**config.mk**
```make
export PLATFORM = sky130hd
export DESIGN_NAME = poly_tone_mixer
export DESIGN_NICKNAME = d
export VERILOG_FILES = /design/src/rtl/poly_tone_mixer.sv
export SDC_FILE = /design/constraint.sdc
export NUM_CORES = 1
export LEC_CHECK = 0
export BUFFER_PORTS_ARGS = -buffer_cell sky130_fd_sc_hd__buf_4
export CAP_MARGIN = 15
export CORE_ASPECT_RATIO = 1.1
export CORE_MARGIN = 10
export CORE_UTILIZATION = 30
export CTS_BUF_LIST = sky130_fd_sc_hd__clkbuf_2
export DETAILED_ROUTE_END_ITERATION = 8
export GPL_TIMING_DRIVEN = 1
export SLEW_MARGIN = 20
export SYNTH_ARGS = -nofsm -noshare
export SYNTH_HDL_FRONTEND = slang
export SYNTH_SLANG_ARGS = --single-unit
```
**constraint.sdc**
```tcl
create_clock -name CLOCK_50 -period 6.2 [get_ports CLOCK_50]
set_input_delay 0.93 -clock CLOCK_50 [delete_from_list [all_inputs] [get_ports CLOCK_50]]
set_output_delay 0.93 -clock CLOCK_50 [all_outputs]
set_load 0.02 [all_outputs]
```
**src/rtl/poly_tone_mixer.sv**
```systemverilog
// poly_tone_mixer: polyphonic square-wave tone generator and saturating mixer feeding the audio controller FIFO.
// Latency: key/octave inputs -> 2 synchroniser flops; mix_q is registered one cycle after a phase toggle.
// Backpressure: audio_out_allowed only gates the write strobe; voices and mix_q keep running while it is low.
//
// Ports:
//   CLOCK_50                  system clock, all logic on its rising edge
//   reset                     synchronous, active-high
//   keys[NUM_VOICES]          async key levels, 1 = voice sounding
//   oct_up / oct_down         async levels; each rising edge steps the octave up / down
//   audio_out_allowed         controller FIFO has room
//   write_audio_out           FIFO write strobe (combinational from allowed)
//   left/right_channel_audio_out  mixed sample, both channels identical
//   octave                    current octave index
module poly_tone_mixer #(
  parameter int                          NUM_VOICES = 12,
  parameter int                          CNT_W      = 20,
  // Voice 0 (C) sits in the least significant CNT_W bits.
  parameter logic [NUM_VOICES*CNT_W-1:0] PERIODS    = {20'd101239, 20'd107259, 20'd113636, 20'd120395,
                                                       20'd127551, 20'd135139, 20'd143172, 20'd151685,
                                                       20'd160705, 20'd170265, 20'd180388, 20'd191109},
  parameter longint                      AMP        = 100000000,
  parameter int                          OUT_W      = 32,
  parameter int                          OCT_W      = 2,
  parameter int                          OCT_MAX    = 3,
  parameter int                          OCT_RESET  = 0
) (
  input  logic                  CLOCK_50,
  input  logic                  reset,
  input  logic [NUM_VOICES-1:0] keys,
  input  logic                  oct_up,
  input  logic                  oct_down,
  input  logic                  audio_out_allowed,
  output logic                  write_audio_out,
  output logic [OUT_W-1:0]      left_channel_audio_out,
  output logic [OUT_W-1:0]      right_channel_audio_out,
  output logic [OCT_W-1:0]      octave
);

  // Five guard bits cover the sum of up to 16 full-scale voices.
  localparam int SUM_W = OUT_W + 5;

  localparam logic signed [SUM_W-1:0] AMP_S   = SUM_W'(AMP);
  localparam logic signed [SUM_W-1:0] SAT_MAX = {{(SUM_W-OUT_W+1){1'b0}}, {(OUT_W-1){1'b1}}};
  localparam logic signed [SUM_W-1:0] SAT_MIN = {{(SUM_W-OUT_W+1){1'b1}}, {(OUT_W-1){1'b0}}};

  // ---------------------------------------------------------------------------
  // Input synchronisers
  // ---------------------------------------------------------------------------
  logic [NUM_VOICES-1:0] keys_s1, keys_s2;
  logic                  up_s1, up_s2, up_s3;
  logic                  dn_s1, dn_s2, dn_s3;

  always_ff @(posedge CLOCK_50) begin
    if (reset) begin
      keys_s1 <= '0;
      keys_s2 <= '0;
      up_s1   <= 1'b0;
      up_s2   <= 1'b0;
      up_s3   <= 1'b0;
      dn_s1   <= 1'b0;
      dn_s2   <= 1'b0;
      dn_s3   <= 1'b0;
    end else begin
      keys_s1 <= keys;
      keys_s2 <= keys_s1;
      up_s1   <= oct_up;
      up_s2   <= up_s1;
      up_s3   <= up_s2;
      dn_s1   <= oct_down;
      dn_s2   <= dn_s1;
      dn_s3   <= dn_s2;
    end
  end

  // ---------------------------------------------------------------------------
  // Octave register
  // ---------------------------------------------------------------------------
  logic             up_edge, dn_edge;
  logic [OCT_W-1:0] octave_q, octave_nxt;
  logic             oct_change;

  assign up_edge = up_s2 & ~up_s3;
  assign dn_edge = dn_s2 & ~dn_s3;

  // Opposing edges in the same cycle cancel out.
  always_comb begin
    octave_nxt = octave_q;
    if (up_edge && !dn_edge) begin
      if (octave_q < OCT_W'(OCT_MAX)) octave_nxt = octave_q + OCT_W'(1);
    end else if (dn_edge && !up_edge) begin
      if (octave_q != '0) octave_nxt = octave_q - OCT_W'(1);
    end
  end

  assign oct_change = (octave_nxt != octave_q);

  always_ff @(posedge CLOCK_50) begin
    if (reset) octave_q <= OCT_W'(OCT_RESET);
    else       octave_q <= octave_nxt;
  end

  // ---------------------------------------------------------------------------
  // Voices: half-period counter and phase bit per voice
  // ---------------------------------------------------------------------------
  logic signed [SUM_W-1:0] contrib [NUM_VOICES];

  for (genvar i = 0; i < NUM_VOICES; i++) begin : g_voice
    logic [CNT_W-1:0] period;
    logic [CNT_W-1:0] shifted;
    logic [CNT_W-1:0] half;
    logic [CNT_W-1:0] cnt;
    logic             ph;

    assign period  = PERIODS[i*CNT_W +: CNT_W];
    assign shifted = period >> octave_q;
    // High octaves can shift short periods down to zero; one cycle is the floor.
    assign half    = (shifted == '0) ? CNT_W'(1) : shifted;

    // An octave change clears the counter so it can never sit above the
    // (smaller) new terminal count; the phase is kept so the tone is continuous.
    always_ff @(posedge CLOCK_50) begin
      if (reset) begin
        cnt <= '0;
        ph  <= 1'b1;
      end else if (oct_change) begin
        cnt <= '0;
      end else if (cnt == half - CNT_W'(1)) begin
        cnt <= '0;
        ph  <= ~ph;
      end else begin
        cnt <= cnt + CNT_W'(1);
      end
    end

    assign contrib[i] = !keys_s2[i] ? '0 : (ph ? AMP_S : -AMP_S);
  end

  // ---------------------------------------------------------------------------
  // Mixer with signed saturation
  // ---------------------------------------------------------------------------
  logic signed [SUM_W-1:0] sum;
  logic        [OUT_W-1:0] sat;
  logic        [OUT_W-1:0] mix_q;

  always_comb begin
    sum = '0;
    for (int i = 0; i < NUM_VOICES; i++) begin
      sum = sum + contrib[i];
    end
  end

  always_comb begin
    sat = sum[OUT_W-1:0];
    if (sum > SAT_MAX)      sat = {1'b0, {(OUT_W-1){1'b1}}};
    else if (sum < SAT_MIN) sat = {1'b1, {(OUT_W-1){1'b0}}};
  end

  always_ff @(posedge CLOCK_50) begin
    if (reset) mix_q <= '0;
    else       mix_q <= sat;
  end

  // ---------------------------------------------------------------------------
  // Outputs
  // ---------------------------------------------------------------------------
  // The controller accepts a write on any edge where allowed is high, so the
  // strobe follows allowed in the same cycle; only reset suppresses it.
  assign write_audio_out         = audio_out_allowed & ~reset;
  assign left_channel_audio_out  = mix_q;
  assign right_channel_audio_out = mix_q;
  assign octave                  = octave_q;

endmodule

```
# --- Word level (Yosys, flattened, before mapping) ---
# Cells that the tools add are included.
totals:
  reg_bits: 316
  elab_cells: 203
  output_inout_bits: 67
classes:
  addsub: 37
  mux: 42
  reduce_logical: 42
  bitwise_logic: 19
  order_cmp: 3
  n_shift: 12
  n_eq_ne: 13
op_table:
  columns: ["op", "n"]
  rows:
  - ["2-to-1 mux 37 bit", 24]
  - ["adder 37 bit", 11]
  - ["adder 20 x 1 -> 20 bit (second input constant)", 12]
  - ["equality test 20 bit", 12]
  - ["logical NOT 20 bit", 12]
  - ["2-to-1 mux 20 bit", 12]
  - ["subtractor 20 x 1 -> 20 bit (second input constant)", 12]
  - ["right shift 18 x 2 -> 20 bit (first input constant)", 7]
  - ["right shift 17 x 2 -> 20 bit (first input constant)", 5]
  - ["> comparator 37 x 32 -> 1 bit (second input constant)", 1]
  - ["less-than comparator 37 x 32 -> 1 bit (second input constant)", 1]
  - ["OR reduction 3 bit", 12]
  - ["2-to-1 mux 32 bit", 1]
  - ["2-to-1 mux 31 bit", 1]
  - ["AND reduction 2 bit", 12]
  - ["inverter 1 bit", 16]
  - ["2-to-1 mux 2 bit", 4]
  - ["AND 1 bit", 3]
  - ["adder 2 x 1 -> 2 bit (second input constant)", 1]
  - ["logical AND 1 bit", 2]
  - ["logical NOT 1 bit", 2]
  - ["less-than comparator 2 bit (second input constant)", 1]
  - ["!= test 2 bit", 1]
  - ["nonzero test 2 bit", 1]
  - ["other kinds (2)", 2]

# --- Logic depth before layout (Yosys ltp) ---
depth:
  depth_word: 16
  mapped_depth: 23
  depth_no_buf: 21

# --- Worst setup path before layout ---
# Ideal clock, no wire load.
synth_path:
  kind: "reg2reg"
  startpoint: "register keys_s2[11]"
  endpoint: "register mix_q[13] (netlist: left_channel_audio_out[13])"
  synth_period_minus_slack_ps: 5897
  n_path_buf: 1
  stages_incl_launch_ff: 21
  required_ps: 6071
  arrival_time_ps: 5768
  setup_time_ps: 129
  setup_slack_ps: 303
  path_cell_list: "dfxtp_1 -> nor2b_1 -> fa_1 -> inv_1 -> fa_1 -> inv_1 -> fa_1 -> inv_1 -> fa_1 -> fa_1 -> inv_1 -> fa_1 -> a21o_2 -> a221oi_2 -> o21ai_2 -> a21o_1 -> a31oi_1 -> xnor2_1 -> o31ai_4 -> buf_6 -> o31ai_1"
synth_between:
  elab_chain_len: 5
  elab_cells_between_ends: 6
  classes_between: "add/sub: 1; order compare: 2; mux: 3"
synth_lines:
  columns: ["item", "line_no", "rtl"]
  rows:
  - ["start: declaration", "49", "logic [NUM_VOICES-1:0] keys_s1, keys_s2;"]
  - ["start signal: assignment", "65", "keys_s2 <= keys_s1;"]
  - ["2-to-1 mux 37 bit (*)", "135", "assign contrib[i] = !keys_s2[i] ? '0 : (ph ? AMP_S : -AMP_S);"]
  - ["adder 37 bit (*)", "148", "sum = sum + contrib[i];"]
  - ["less-than comparator 37 x 32 -> 1 bit", "155", "else if (sum < SAT_MIN) sat = {1'b1, {(OUT_W-1){1'b0}}};"]
  - ["2-to-1 mux 32 bit", "155", null]
  - ["2-to-1 mux 31 bit (*)", "154", "if (sum > SAT_MAX) sat = {1'b0, {(OUT_W-1){1'b1}}};"]
  - ["end signal: assignment", "160", "else mix_q <= sat;"]
  - ["end: declaration", "143", "logic [OUT_W-1:0] mix_q;"]
# Mark *: on every way between the ends. The rest lies on a longest branch, timed or not.
# A chain may end at the register's enable or synchronous reset.

# --- Final worst setup path ---
layout_path:
  startpoint: "register g_voice[3].ph"
  endpoint: "register mix_q[11] (netlist: left_channel_audio_out[11])"
layout_between:
  elab_chain_len: 14
  elab_cells_between_ends: 15
  classes_between: "add/sub: 9; order compare: 2; mux: 4"
layout_lines:
  columns: ["item", "line_no", "rtl"]
  rows:
  - ["start: declaration", "112", "logic ph;"]
  - ["start signal: assignment", "129", "ph <= ~ph;"]
  - ["2-to-1 mux 37 bit (*) (2 in series)", "135", null]
  - ["adder 37 bit (*) (9 in series)", "148", null]
  - ["less-than comparator 37 x 32 -> 1 bit", "155", null]
  - ["2-to-1 mux 32 bit", "155", null]
  - ["2-to-1 mux 31 bit (*)", "154", null]
# Marked as above.

==> flow_metrics.env <==
export IMPL_fin_util=0.342
export IMPL_worstPathArrival_ns=6.85
export IMPL_whs_ns=0.154
export IMPL_cts_root_buffer="clkbuf_2"
export IMPL_nFillCells=6231
export IMPL_wirelength_microns=44500
export IMPL_insertion_delay_ns=1.03
export IMPL_skew_ns=0.105
export IMPL_nets=2343
export IMPL_port_buffers=83
export IMPL_clock_path_buffers=3
export IMPL_synth_top_cell_area_share=0.345
export IMPL_slowest_delay_ns=0.60
export IMPL_grt_max_degree=41
export IMPL_wl_per_cell_microns=14.7
export IMPL_required_ns=7.07
export IMPL_via_per_inst=4.75
export IMPL_synth_cell_area_sq_um=17900
export IMPL_r2r_slack_ns=0.22
export IMPL_synth_area_leaders="dfxtp_1, xor2_1, fa_1"
export IMPL_synth_seq_area_share=0.345
export IMPL_period_share=0.965
export IMPL_multi_input_comb_area_sq_um=10800
export IMPL_antenna_found_initial=5
export IMPL_synth_seq_cells=309
export IMPL_design_area_sq_um=20200
export IMPL_worst_pin_slew_ns=1.04
export IMPL_ant_nets=0
export IMPL_grt_pass1_wl_microns=72500
export IMPL_hpwl_microns=32400
export IMPL_ff2ff_path_depth=20
export IMPL_cts_tree="yes"
export IMPL_place_area_sq_um=19100
export IMPL_total_power_w=0.00533
export IMPL_track_usage=0.125
export IMPL_status="finished clean"
export IMPL_cp_cell_sequence="nand2b_1, fa_2, fa_2, inv_1, fa_1, inv_1, fa_1, fa_1, inv_1, fa_2, a21o_4, a221oi_4, o21ai_4, a21o_1, a31oi_4, xnor2_2, a41oi_2, buf_6, buf_4, o21ai_2"
export IMPL_start_util=0.304
export IMPL_drtPass1Iterations=5
export IMPL_rr_endpoint="left_channel_audio_out[11]"
export IMPL_setup_viol=0
export IMPL_critical_path_class="reg2reg"
export IMPL_synthArstFlopShare=0
export IMPL_synth_distinct_cells=75
export IMPL_start_kind="flop"
export IMPL_ir_drop_mv=0.134
export IMPL_synth_edf_count=0
export IMPL_ys_flop_type="dfxtp_1"
export IMPL_use_met1=0.154
export IMPL_hold_class="in2reg"
export IMPL_dieHeight_microns=276
export IMPL_clock_fmax_mhz=167
export IMPL_ios=84
export IMPL_drc_errors=0
export IMPL_power_leakage_nw=8.08
export IMPL_worstReg2RegStart="g_voice[3].ph"
export IMPL_hold_start="oct_up"
export IMPL_drive_gt1_frac=0.137
export IMPL_slowest_stage="fa_1"
export IMPL_drt_initial_drc_count=744
export IMPL_gr_total_overflow=0
export IMPL_cts_inserted_buffers=85
export IMPL_area_growth_synth_to_final_pct=12.5
export IMPL_use_met2=0.206
export IMPL_finalHoldViolCount=0
export IMPL_clk_pin_slew_ns=0.10
export IMPL_first_global_vias=14241
export IMPL_cts_sinks=309
export IMPL_crit_path_end_kind="flop"
export IMPL_power_per_cell_area_nw_per_um2=265
export IMPL_dr_total_vias=14376
export IMPL_setup_tns_ns=0
export IMPL_postSynthAreaPerCell_sq_um=8.53
export IMPL_die_w_microns=253
export IMPL_drv_slew=0
export IMPL_min_to="up_s1"
export IMPL_syn_inst=2101
export IMPL_netlist_top_cell_by_area="dfxtp_1"
export IMPL_place_gp_congestion=0.906
export IMPL_use_met3=0.0317
export IMPL_grt_busiest_layer="met2"
export IMPL_crit_fanout=5
export IMPL_synth_warnings=0
export IMPL_min_delay_path_depth=2
export IMPL_dieArea_sq_um=69900
export IMPL_maxCapViolCount=0
export IMPL_ff_latch_area_sq_um=6190
export IMPL_htree_levels=3
export IMPL_num_rows=93
export IMPL_syn_nets=2245
export IMPL_core_area_sq_um=58900
export IMPL_maxSlewHeadroom=0.305
export IMPL_period_minus_slack_ns=5.98
## critical path, delay by kind of cell (launching register included)
family                     cells  cell delay, ns
AOI/OAI and AO/OA              7            1.39
xor gates and xnor gates       1            0.18
adders and majority gates      6            3.16
buffers and inverters          5            0.58
DFF                            1            0.38
and+or+nand+nor                1            0.16
## layout make-up
class                      instances  area share
antenna                            3    0.000373
clock buffer                     114      0.0283
clock inverter                    37      0.0133
inverter                         120      0.0224
multi-input combinational       1566       0.536
sequential                       309       0.307
tap                              760      0.0472
timing repair buffer             117      0.0456
## timing repair
item,4_1_cts,5_1_grt
pin swaps,1,14
gates cloned,0,2
hold buffers,2,0
buffers inserted,0,7
endpoints found under the hold margin,2,0
setup endpoints to repair,13,24
resized for setup,6,28
## kinds of logic after synthesis
family	synth area share
DFF	0.345
buffers and inverters	0.0590
muxes	0.00168
xor gates and xnor gates	0.160
AOI/OAI and AO/OA	0.0684
adders and majority gates	0.117
and+or+nand+nor	0.249
## metal layers
layer / up-vias / routed length [microns]
li1: 7167 / -
met1: 6773 / 19500
met2: 360 / 20800
met3: 76 / 3010
met4: 0 / 1110
met5: - / 0
## layout by cell type, fill, tap and decap left out, types with 8 or more instances in the layout
cell      Yosys  routed
nor2_1      328     328
dfxtp_1     309     303
xor2_1      196     196
nand2_1     160     160
xnor2_1     131     130
nand3_1     120     120
inv_1       119     118
clkbuf_2      0     114
buf_4        39     110
fa_1         67      61
and3_1       59      59
nand4_1      56      56
ha_1         60      56
nor2b_1      49      48
nor3_1       45      45
o21ai_0      45      44
a21oi_1      36      34
clkinv_1      1      25
or3_1        22      22
nand2b_1     20      19
o21ai_2      20      19
nor4_1       19      18
a21o_1       15      15
and2_1       13      13
o22ai_1       8       8
## sequential cells by signal, summed over array words and instances, names as in the netlist
| signal | count |
|---|---|
| dn_s1 | 1 |
| dn_s2 | 1 |
| dn_s3 | 1 |
| g_voice.cnt | 240 |
| g_voice.ph | 12 |
| keys_s1 | 12 |
| keys_s2 | 12 |
| left_channel_audio_out | 25 |
| octave | 2 |
| up_s1 | 1 |
| up_s2 | 1 |
| up_s3 | 1 |
## where the power goes
part	switching (W)	leakage (nW)	internal [W]
combinational	0.000991	4.97	0.000634
sequential	0.0000672	2.51	0.00206
clock	0.000896	0.605	0.000679
## through the flow
stage	setup WS [ns]	instances
final	0.217	3026
after detailed placement	-0.0479	2861
after global placement	0.0745	2861
after global routing	-0.0151	3026
after floorplan	0.303	2101
after CTS	0.0168	3014
## cells in the mapped netlist (3+ instances only)
library cell,count
buf_4,39
nor2_1,328
o22ai_1,8
dfxtp_1,309
nand2b_1,20
or3_1,22
o21ai_0,45
nor3b_1,6
inv_1,119
nand3_1,120
nor2b_1,49
xor2_1,196
o2111ai_1,3
nand4_1,56
o21bai_1,5
and2_1,13
a31oi_1,7
and4_1,6
buf_6,4
o21ai_2,20
fa_1,67
a21o_1,15
a21oi_1,36
or4_1,5
clkbuf_1,36
nor4_1,19
buf_2,26
or2_2,3
mux2i_1,3
ha_1,60
xnor2_1,131
and3_1,59
nand2_1,160
nor3_1,45
nor4b_1,5
a211o_1,3
## how the worst max path moves through the flow
stage / slack, ns / to / start
6_report: 0.22 / left_channel_audio_out[11] / g_voice[3].ph
5_1_grt: -0.02 / left_channel_audio_out[12] / keys_s2[5]
4_1_cts: 0.02 / left_channel_audio_out[13] / keys_s2[11]
3_5_place_dp: -0.05 / left_channel_audio_out[13] / keys_s2[10]
3_3_place_gp: 0.07 / left_channel_audio_out[13] / keys_s2[10]
2_1_floorplan: 0.30 / left_channel_audio_out[13] / keys_s2[11]
No activity file was read; power rests on OpenSTA's default activity.
